==> config.mk <==
export PLATFORM = sky130hd
export DESIGN_NAME = ifetch_prefetch_flat
export DESIGN_NICKNAME = d
export VERILOG_FILES = /design/src/rtl/ifetch_prefetch_pkg.sv /design/src/rtl/ifetch_prefetch_if.sv /design/src/rtl/ifetch_fifo.sv /design/src/rtl/ifetch_prefetch.sv /design/src/flat_wrapper.sv
export SDC_FILE = /design/constraint.sdc
export NUM_CORES = 1
export LEC_CHECK = 0
export BUFFER_PORTS_ARGS = -buffer_cell sky130_fd_sc_hd__buf_2
export CAP_MARGIN = 5
export CELL_PAD_IN_SITES_DETAIL_PLACEMENT = 1
export CELL_PAD_IN_SITES_GLOBAL_PLACEMENT = 1
export CORE_AREA = 2 2 213 215
export CTS_BUF_LIST = sky130_fd_sc_hd__clkbuf_4 sky130_fd_sc_hd__clkbuf_8
export DETAILED_ROUTE_END_ITERATION = 6
export DIE_AREA = 0 0 215 217
export GPL_TIMING_DRIVEN = 0
export PLACE_DENSITY_LB_ADDON = 0.1
export SLEW_MARGIN = 10
export SYNTH_ARGS = -nofsm -noshare
export SYNTH_HDL_FRONTEND = slang
export SYNTH_HIERARCHICAL = 1
export SYNTH_SLANG_ARGS = --single-unit
export TNS_END_PERCENT = 5
==> constraint.sdc <==
create_clock -name clk -period 10.65 [get_ports clk]
set_clock_uncertainty 0.2 [all_clocks]
set_input_delay 2.13 -clock clk [delete_from_list [all_inputs] [get_ports clk]]
set_output_delay 2.13 -clock clk [all_outputs]
set_load 0.1 [all_outputs]
==> src/rtl/ifetch_prefetch_pkg.sv <==
// Shared types and constants for the instruction-fetch front end.
// Latency: n/a (types and helpers only).
// Backpressure: n/a.
//
// Contents: word type, fetch-entry struct {pc, instr}, FSM state enum,
// default reset PC and the sequential word-address PC step.
package ifetch_prefetch_pkg;

    localparam int          WORD_W       = 32;
    localparam int          ENTRY_W      = 2 * WORD_W;   // pc + instr
    localparam logic [31:0] DEF_RESET_PC = 32'h0000_0000;

    typedef logic [WORD_W-1:0] word_t;

    // Field order puts the PC in the upper half so a packed compare of
    // {pc, instr} lines up with the struct.
    typedef struct packed {
        word_t pc;
        word_t instr;
    } fetch_entry_t;

    typedef enum logic {
        ST_RESET = 1'b0,
        ST_RUN   = 1'b1
    } fetch_state_t;

    // PCs are word addresses, so the next sequential fetch is +1; the
    // 32-bit add wraps FFFF_FFFF back to 0.
    function automatic word_t pc_next(word_t pc);
        return pc + 32'd1;
    endfunction

endpackage

==> src/rtl/ifetch_prefetch_if.sv <==
// Bundles the redirect, instruction-memory and decode-side handshakes.
// Latency: n/a (wires only).
// Backpressure: carries imem_gnt (request stall) and if_ready (consumer stall).
//
// master: the fetch unit (drives imem_req/imem_addr and the if_* outputs).
// slave : the environment (core next-PC logic, instruction memory, decode).
interface ifetch_prefetch_if;
    import ifetch_prefetch_pkg::*;

    logic  redirect;
    word_t redirect_pc;

    logic  imem_req;
    word_t imem_addr;
    logic  imem_gnt;
    logic  imem_rvalid;
    word_t imem_rdata;

    logic  if_valid;
    logic  if_ready;
    word_t if_instr;
    word_t if_pc;

    modport master (
        input  redirect, redirect_pc,
        output imem_req, imem_addr,
        input  imem_gnt, imem_rvalid, imem_rdata,
        output if_valid, if_instr, if_pc,
        input  if_ready
    );

    modport slave (
        output redirect, redirect_pc,
        input  imem_req, imem_addr,
        output imem_gnt, imem_rvalid, imem_rdata,
        input  if_valid, if_instr, if_pc,
        output if_ready
    );

endinterface

==> src/rtl/ifetch_fifo.sv <==
// Synchronous prefetch FIFO of {pc, instr} entries with flush.
// Latency: an entry pushed in cycle N is visible at the head in cycle N+1.
// Backpressure: push while full is ignored unless a pop happens in the same cycle.
//
// Ports: clk, reset_n (async, active low); push/push_dat; pop; flush (wins over
// push and pop); head_dat (zero while empty); count, empty, full.
module ifetch_fifo
    import ifetch_prefetch_pkg::*;
#(
    parameter int DEPTH = 4,
    parameter int CNT_W = $clog2(DEPTH + 1)
) (
    input  logic             clk,
    input  logic             reset_n,
    input  logic             push,
    input  fetch_entry_t     push_dat,
    input  logic             pop,
    input  logic             flush,
    output fetch_entry_t     head_dat,
    output logic [CNT_W-1:0] count,
    output logic             empty,
    output logic             full
);

    localparam int               PTR_W    = $clog2(DEPTH);
    localparam logic [CNT_W-1:0] DEPTH_C  = CNT_W'(DEPTH);

    fetch_entry_t     mem [DEPTH];
    logic [PTR_W-1:0] rd_ptr;
    logic [PTR_W-1:0] wr_ptr;
    logic             do_push;
    logic             do_pop;

    assign empty   = (count == '0);
    assign full    = (count == DEPTH_C);
    assign do_pop  = pop && !empty;
    // A pop frees the slot in the same cycle, so push-at-full is legal then.
    assign do_push = push && (!full || do_pop);

    // Head reads as zero while empty so the consumer-facing outputs are
    // clean after reset and after a flush.
    assign head_dat = empty ? '0 : mem[rd_ptr];

    always_ff @(posedge clk or negedge reset_n) begin
        if (!reset_n) begin
            rd_ptr <= '0;
            wr_ptr <= '0;
            count  <= '0;
        end else if (flush) begin
            rd_ptr <= '0;
            wr_ptr <= '0;
            count  <= '0;
        end else begin
            if (do_push) begin
                wr_ptr <= wr_ptr + 1'b1;
            end
            if (do_pop) begin
                rd_ptr <= rd_ptr + 1'b1;
            end
            count <= count + CNT_W'(do_push) - CNT_W'(do_pop);
        end
    end

    // Storage needs no reset: only slots below count are ever read.
    always_ff @(posedge clk) begin
        if (do_push && !flush) begin
            mem[wr_ptr] <= push_dat;
        end
    end

endmodule

==> src/rtl/ifetch_prefetch.sv <==
// Instruction-fetch front end: issues imem reads, buffers {pc, instr}, feeds decode.
// Latency: imem latency + 1 from grant to if_valid (registered FIFO, no bypass).
// Backpressure: requests are credit-limited by outstanding reads and FIFO space.
//
// Ports: clk, reset_n (async, active low); bus (ifetch_prefetch_if.master):
//   redirect/redirect_pc  flush and restart fetch at a new word address
//   imem_req/imem_addr/imem_gnt/imem_rvalid/imem_rdata  in-order memory port
//   if_valid/if_ready/if_instr/if_pc                     decode handshake
module ifetch_prefetch
    import ifetch_prefetch_pkg::*;
#(
    parameter int          DEPTH    = 4,
    parameter int          MAX_OUT  = 2,
    parameter logic [31:0] RESET_PC = DEF_RESET_PC
) (
    input  logic               clk,
    input  logic               reset_n,
    ifetch_prefetch_if.master  bus
);

    localparam int                CNT_W     = $clog2(DEPTH + 1);
    localparam logic [CNT_W-1:0]  MAX_OUT_C = CNT_W'(MAX_OUT);
    localparam logic [CNT_W:0]    DEPTH_C   = (CNT_W + 1)'(DEPTH);

    fetch_state_t     state;
    fetch_state_t     state_nxt;

    word_t            fetch_pc;     // address of the next request to issue
    word_t            resp_pc;      // address of the oldest live request
    logic [CNT_W-1:0] outstanding;  // granted, not yet answered (live + stale)
    logic [CNT_W-1:0] stale;        // answers still owed to flushed requests

    logic             imem_req_c;
    logic             accept;
    logic             rvalid;
    logic             drop;
    logic             push;
    logic             pop;
    logic [CNT_W:0]   credit_used;

    fetch_entry_t     push_dat;
    fetch_entry_t     head_dat;
    logic [CNT_W-1:0] fifo_count;
    logic             fifo_empty;
    logic             fifo_full;

    // ------------------------------------------------------------------
    // FSM: one idle cycle after reset release, then RUN forever. Draining
    // after a redirect is carried by the stale counter, not by a state.
    // ------------------------------------------------------------------
    always_ff @(posedge clk or negedge reset_n) begin
        if (!reset_n) begin
            state <= ST_RESET;
        end else begin
            state <= state_nxt;
        end
    end

    // Every outstanding request may still land in the FIFO, so counting
    // it against the free space up front makes overflow impossible. Stale
    // requests are counted too; they drain within a few cycles.
    assign credit_used = {1'b0, fifo_count} + {1'b0, outstanding};

    always_comb begin
        state_nxt  = state;
        imem_req_c = 1'b0;
        case (state)
            ST_RESET: begin
                state_nxt = ST_RUN;
            end
            ST_RUN: begin
                state_nxt  = ST_RUN;
                imem_req_c = !bus.redirect
                          && (outstanding < MAX_OUT_C)
                          && (credit_used < DEPTH_C);
            end
            default: begin
                state_nxt = ST_RESET;
            end
        endcase
    end

    // ------------------------------------------------------------------
    // Request / response bookkeeping
    // ------------------------------------------------------------------
    assign accept = imem_req_c && bus.imem_gnt;
    assign rvalid = bus.imem_rvalid;
    assign drop   = rvalid && (stale != '0);
    // A response arriving in a redirect cycle belongs to the old stream.
    assign push   = rvalid && !drop && !bus.redirect;
    assign pop    = bus.if_valid && bus.if_ready;

    assign push_dat = '{pc: resp_pc, instr: bus.imem_rdata};

    always_ff @(posedge clk or negedge reset_n) begin
        if (!reset_n) begin
            fetch_pc    <= RESET_PC;
            resp_pc     <= RESET_PC;
            outstanding <= '0;
            stale       <= '0;
        end else begin
            if (bus.redirect) begin
                fetch_pc <= bus.redirect_pc;
                resp_pc  <= bus.redirect_pc;
                // Everything in flight is now stale, except a word landing
                // this very cycle, which is discarded right here.
                stale    <= outstanding - CNT_W'(rvalid);
            end else begin
                if (accept) begin
                    fetch_pc <= pc_next(fetch_pc);
                end
                if (push) begin
                    resp_pc <= pc_next(resp_pc);
                end
                if (drop) begin
                    stale <= stale - 1'b1;
                end
            end
            // accept is already 0 in a redirect cycle, so this is uniform.
            outstanding <= outstanding + CNT_W'(accept) - CNT_W'(rvalid);
        end
    end

    // ------------------------------------------------------------------
    // Prefetch buffer; redirect flushes it and voids a same-cycle pop.
    // ------------------------------------------------------------------
    ifetch_fifo #(
        .DEPTH (DEPTH),
        .CNT_W (CNT_W)
    ) u_fifo (
        .clk      (clk),
        .reset_n  (reset_n),
        .push     (push),
        .push_dat (push_dat),
        .pop      (pop),
        .flush    (bus.redirect),
        .head_dat (head_dat),
        .count    (fifo_count),
        .empty    (fifo_empty),
        .full     (fifo_full)
    );

    // ------------------------------------------------------------------
    // Outputs. imem_addr is the registered fetch_pc, so it naturally holds
    // while a request waits for its grant.
    // ------------------------------------------------------------------
    assign bus.imem_req  = imem_req_c;
    assign bus.imem_addr = fetch_pc;
    assign bus.if_valid  = !fifo_empty;
    assign bus.if_instr  = head_dat.instr;
    assign bus.if_pc     = head_dat.pc;

    // fifo_full is implied by the credit check; it is kept on the FIFO
    // port for reuse and left unused here.
    logic unused_full;
    assign unused_full = fifo_full;

endmodule
==> src/flat_wrapper.sv <==
// flat-port wrapper written by rule: the top's interface ports become plain ports
module ifetch_prefetch_flat import ifetch_prefetch_pkg::*;
#(
    parameter int          DEPTH    = 4,
    parameter int          MAX_OUT  = 2,
    parameter logic [31:0] RESET_PC = DEF_RESET_PC
)
  (clk, reset_n, bus_redirect, bus_redirect_pc, bus_imem_req, bus_imem_addr, bus_imem_gnt, bus_imem_rvalid, bus_imem_rdata, bus_if_valid, bus_if_instr, bus_if_pc, bus_if_ready);
  ifetch_prefetch_if bus_i ();
  input  logic clk;
  input  logic reset_n;
  input wire logic [$bits(bus_i.redirect)-1:0] bus_redirect;
  input wire logic [$bits(bus_i.redirect_pc)-1:0] bus_redirect_pc;
  output wire logic [$bits(bus_i.imem_req)-1:0] bus_imem_req;
  output wire logic [$bits(bus_i.imem_addr)-1:0] bus_imem_addr;
  input wire logic [$bits(bus_i.imem_gnt)-1:0] bus_imem_gnt;
  input wire logic [$bits(bus_i.imem_rvalid)-1:0] bus_imem_rvalid;
  input wire logic [$bits(bus_i.imem_rdata)-1:0] bus_imem_rdata;
  output wire logic [$bits(bus_i.if_valid)-1:0] bus_if_valid;
  output wire logic [$bits(bus_i.if_instr)-1:0] bus_if_instr;
  output wire logic [$bits(bus_i.if_pc)-1:0] bus_if_pc;
  input wire logic [$bits(bus_i.if_ready)-1:0] bus_if_ready;
  assign bus_i.redirect = bus_redirect;
  assign bus_i.redirect_pc = bus_redirect_pc;
  assign bus_imem_req = bus_i.imem_req;
  assign bus_imem_addr = bus_i.imem_addr;
  assign bus_i.imem_gnt = bus_imem_gnt;
  assign bus_i.imem_rvalid = bus_imem_rvalid;
  assign bus_i.imem_rdata = bus_imem_rdata;
  assign bus_if_valid = bus_i.if_valid;
  assign bus_if_instr = bus_i.if_instr;
  assign bus_if_pc = bus_i.if_pc;
  assign bus_i.if_ready = bus_if_ready;
  ifetch_prefetch #(.DEPTH(DEPTH), .MAX_OUT(MAX_OUT), .RESET_PC(RESET_PC)) u_core (.clk(clk), .reset_n(reset_n), .bus(bus_i));
endmodule
==> impl_metrics.csv <==
group,metric,value,unit
run_status,status,"complete, no violations",
placement,hpwl,25.7,mm
layout,layout-drive-gt1-share,0.314,
setup_path,startpoint,"bus_redirect",
logic_synthesis,syn-cell-area,0.0144,mm^2
setup_path,rr_endpoint,"u_core/u_fifo/count[2]",
sta,rsz0062_at_grt,"no",
routing,totalWireLength,38.3,mm
setup_path,reg2reg_from,"u_core/u_fifo/count[1]",
routing,detail_route.iter0.violations,401,
power_and_ir_drop,cellLeakagePower,6.21,nW
setup_path,arrival,3280,ps
min_path,hold_depth,1,
die,core_area,0.0447,mm^2
placement,io_buffer_count,166,
setup_path,cp-endpoint,"bus_imem_req",
clock_tree,post_cts_buffers,0,
setup_path,cp-end-kind,"output port",
sta,min_period,5610,ps
placement,place.gp.congestion,0.814,
logic_synthesis,synth_cells,922,
sta,tns,0,ps
global_route,grt_pass1_vias,9581,
setup_path,cpMostUsedCell,"buf_2",
sta,fin_crit_sh,0.527,
layout,final_cell_mix,"256 x edfxtp_1, 175 x buf_2, 78 x dfrtp_1, 68 x nor2b_1",
die,dieHeight,217,um
sta,fmax,0.178,GHz
clock_tree,ctsResizeCount,0,
placement,dpl_cell_area,0.0162,mm^2
setup_path,r2r_slack,7260,ps
clock_tree,clkSinkCount,334,
layout,nets,1244,
global_route,gr-total-overflow,0,
setup_path,critPathKind,"in2out",
clock_tree,cts_made_buffers,60,
routing,drc_errors,0,
routing,wl_per_cell,21.2,um
setup_path,crit_slowest_cell,"buf_2",
sta,relSlewSlack,0.404,
run,maxCapViolCount,0,
setup_path,start_kind,"input port",
clock_tree,cts_hold_buf,0,
die,ios,168,
global_route,grt_pass1_wl,59.1,mm
layout,finalInstanceArea,0.0173,mm^2
sta,finalHoldViolCount,0,
layout,multiInputGateArea,0.00447,mm^2
clock_tree,cts_root_buffer,"clkbuf_8",
routing,vias_per_cell,4.88,
setup_path,max_stage_delay,430,ps
layout,final_common_cell,"edfxtp_1",
clock_tree,clk_latency,650,ps
logic_synthesis,ys_warn_count,6,
setup_path,critical_path.max_fanout,9,
logic_synthesis,syn-num-nets,1011,
power_and_ir_drop,powerDensity,190,mW/mm^2
logic_synthesis,avgSynthCellArea,15.7,um^2
min_path,hp-class,"reg2reg",
sta,drv_slew,0,
global_route,grt_max_degree,47,
clock_tree,cts_buffer_depth,3,
clock_tree,clkTransAtPathRegs,60,ps
layout,synthToLayoutAreaGrowth,19.6,%
clock_tree,htree_levels,2,
routing,antenna_left,0,
die,die_area,0.0467,mm^2
die,initial_core_util,0.323,
clock_tree,cts_tree,"built",
sta,worst_slew_pin_slew,885,ps
setup_path,cp.required,8320,ps
global_route,grt_use_total,0.168,
layout,regArea,0.00964,mm^2
setup_path,critical_path.cell_chain,"buf_2, nor4b_2, and3_1, buf_2",
routing,drt_pre_antenna_iters,4,
die,die_x,215,um
global_route,antenna_found_initial,0,
power_and_ir_drop,ir_drop,0.0789,mV
layout,fillCellCount,4733,
sta,setup_viol,0,
die,fp-row-count,78,
setup_path,reg2reg_depth,13,
routing,num_vias,8799,
==> through the flow <==
stage | hold slack (ps) | util | cells | total power, mW | setup WS (ps)
floorplan | 295 | - | 922 | 2.02 | 4950
global placement | 327 | 0.358 | 1688 | 2.17 | 3660
detailed placement | 332 | 0.361 | 1693 | 2.18 | 4980
CTS | 345 | 0.386 | 1801 | 3.34 | 4980
global route | 360 | 0.386 | 1801 | 3.44 | 4930
finish | 335 | 0.386 | 1802 | 3.28 | 5040
==> critical path: cells and delay by family <==
family | cells | cell delay [ps]
buf+inv | 2 | 620
simple gates | 2 | 540
==> per-layer routing <==
layer	routed length [um]	GRT usage
met1	17400	0.227
met2	18200	0.273
met3	1780	0.0326
met4	914	0.0584
met5	0	0
==> state kept, by name, summed over array words and instances (netlist names) <==
signal and count:
u_core/stale 3, u_core/u_fifo/mem 256, u_core/u_fifo/count 3, u_core/bus.imem_addr 32, u_core/outstanding 3, u_core/resp_pc 32
u_core/u_fifo/rd_ptr 2, u_core/state 1, u_core/u_fifo/wr_ptr 2
==> worst min-delay path by stage <==
stage / from / end / slack [ps]
2_1_floorplan: u_core/resp_pc[31] / u_core/u_fifo/mem[0][63] / 300
3_3_place_gp: u_core/bus.imem_addr[31] / u_core/bus.imem_addr[31] / 330
3_5_place_dp: u_core/outstanding[0] / u_core/outstanding[0] / 330
4_1_cts: u_core/outstanding[0] / u_core/outstanding[0] / 340
5_1_grt: u_core/outstanding[0] / u_core/outstanding[0] / 360
6_report: u_core/outstanding[0] / u_core/outstanding[0] / 340
==> power breakdown <==
group	switching (mW)	internal, mW
Combinational	0.480	0.129
Sequential	0.0704	1.47
Clock	0.539	0.593
Total	1.09	2.19
==> cell type report <==
type,count,share of cell area
diodes,1,0.000145
multi-input cells,519,0.259
clock buffers,76,0.0562
plain buffers,41,0.0133
repair buffers,171,0.0553
flip-flops and latches,334,0.558
well taps,600,0.0435
clock inverters,32,0.00833
inverters,28,0.00609
Note: power is estimated with default switching activity, not from simulation.
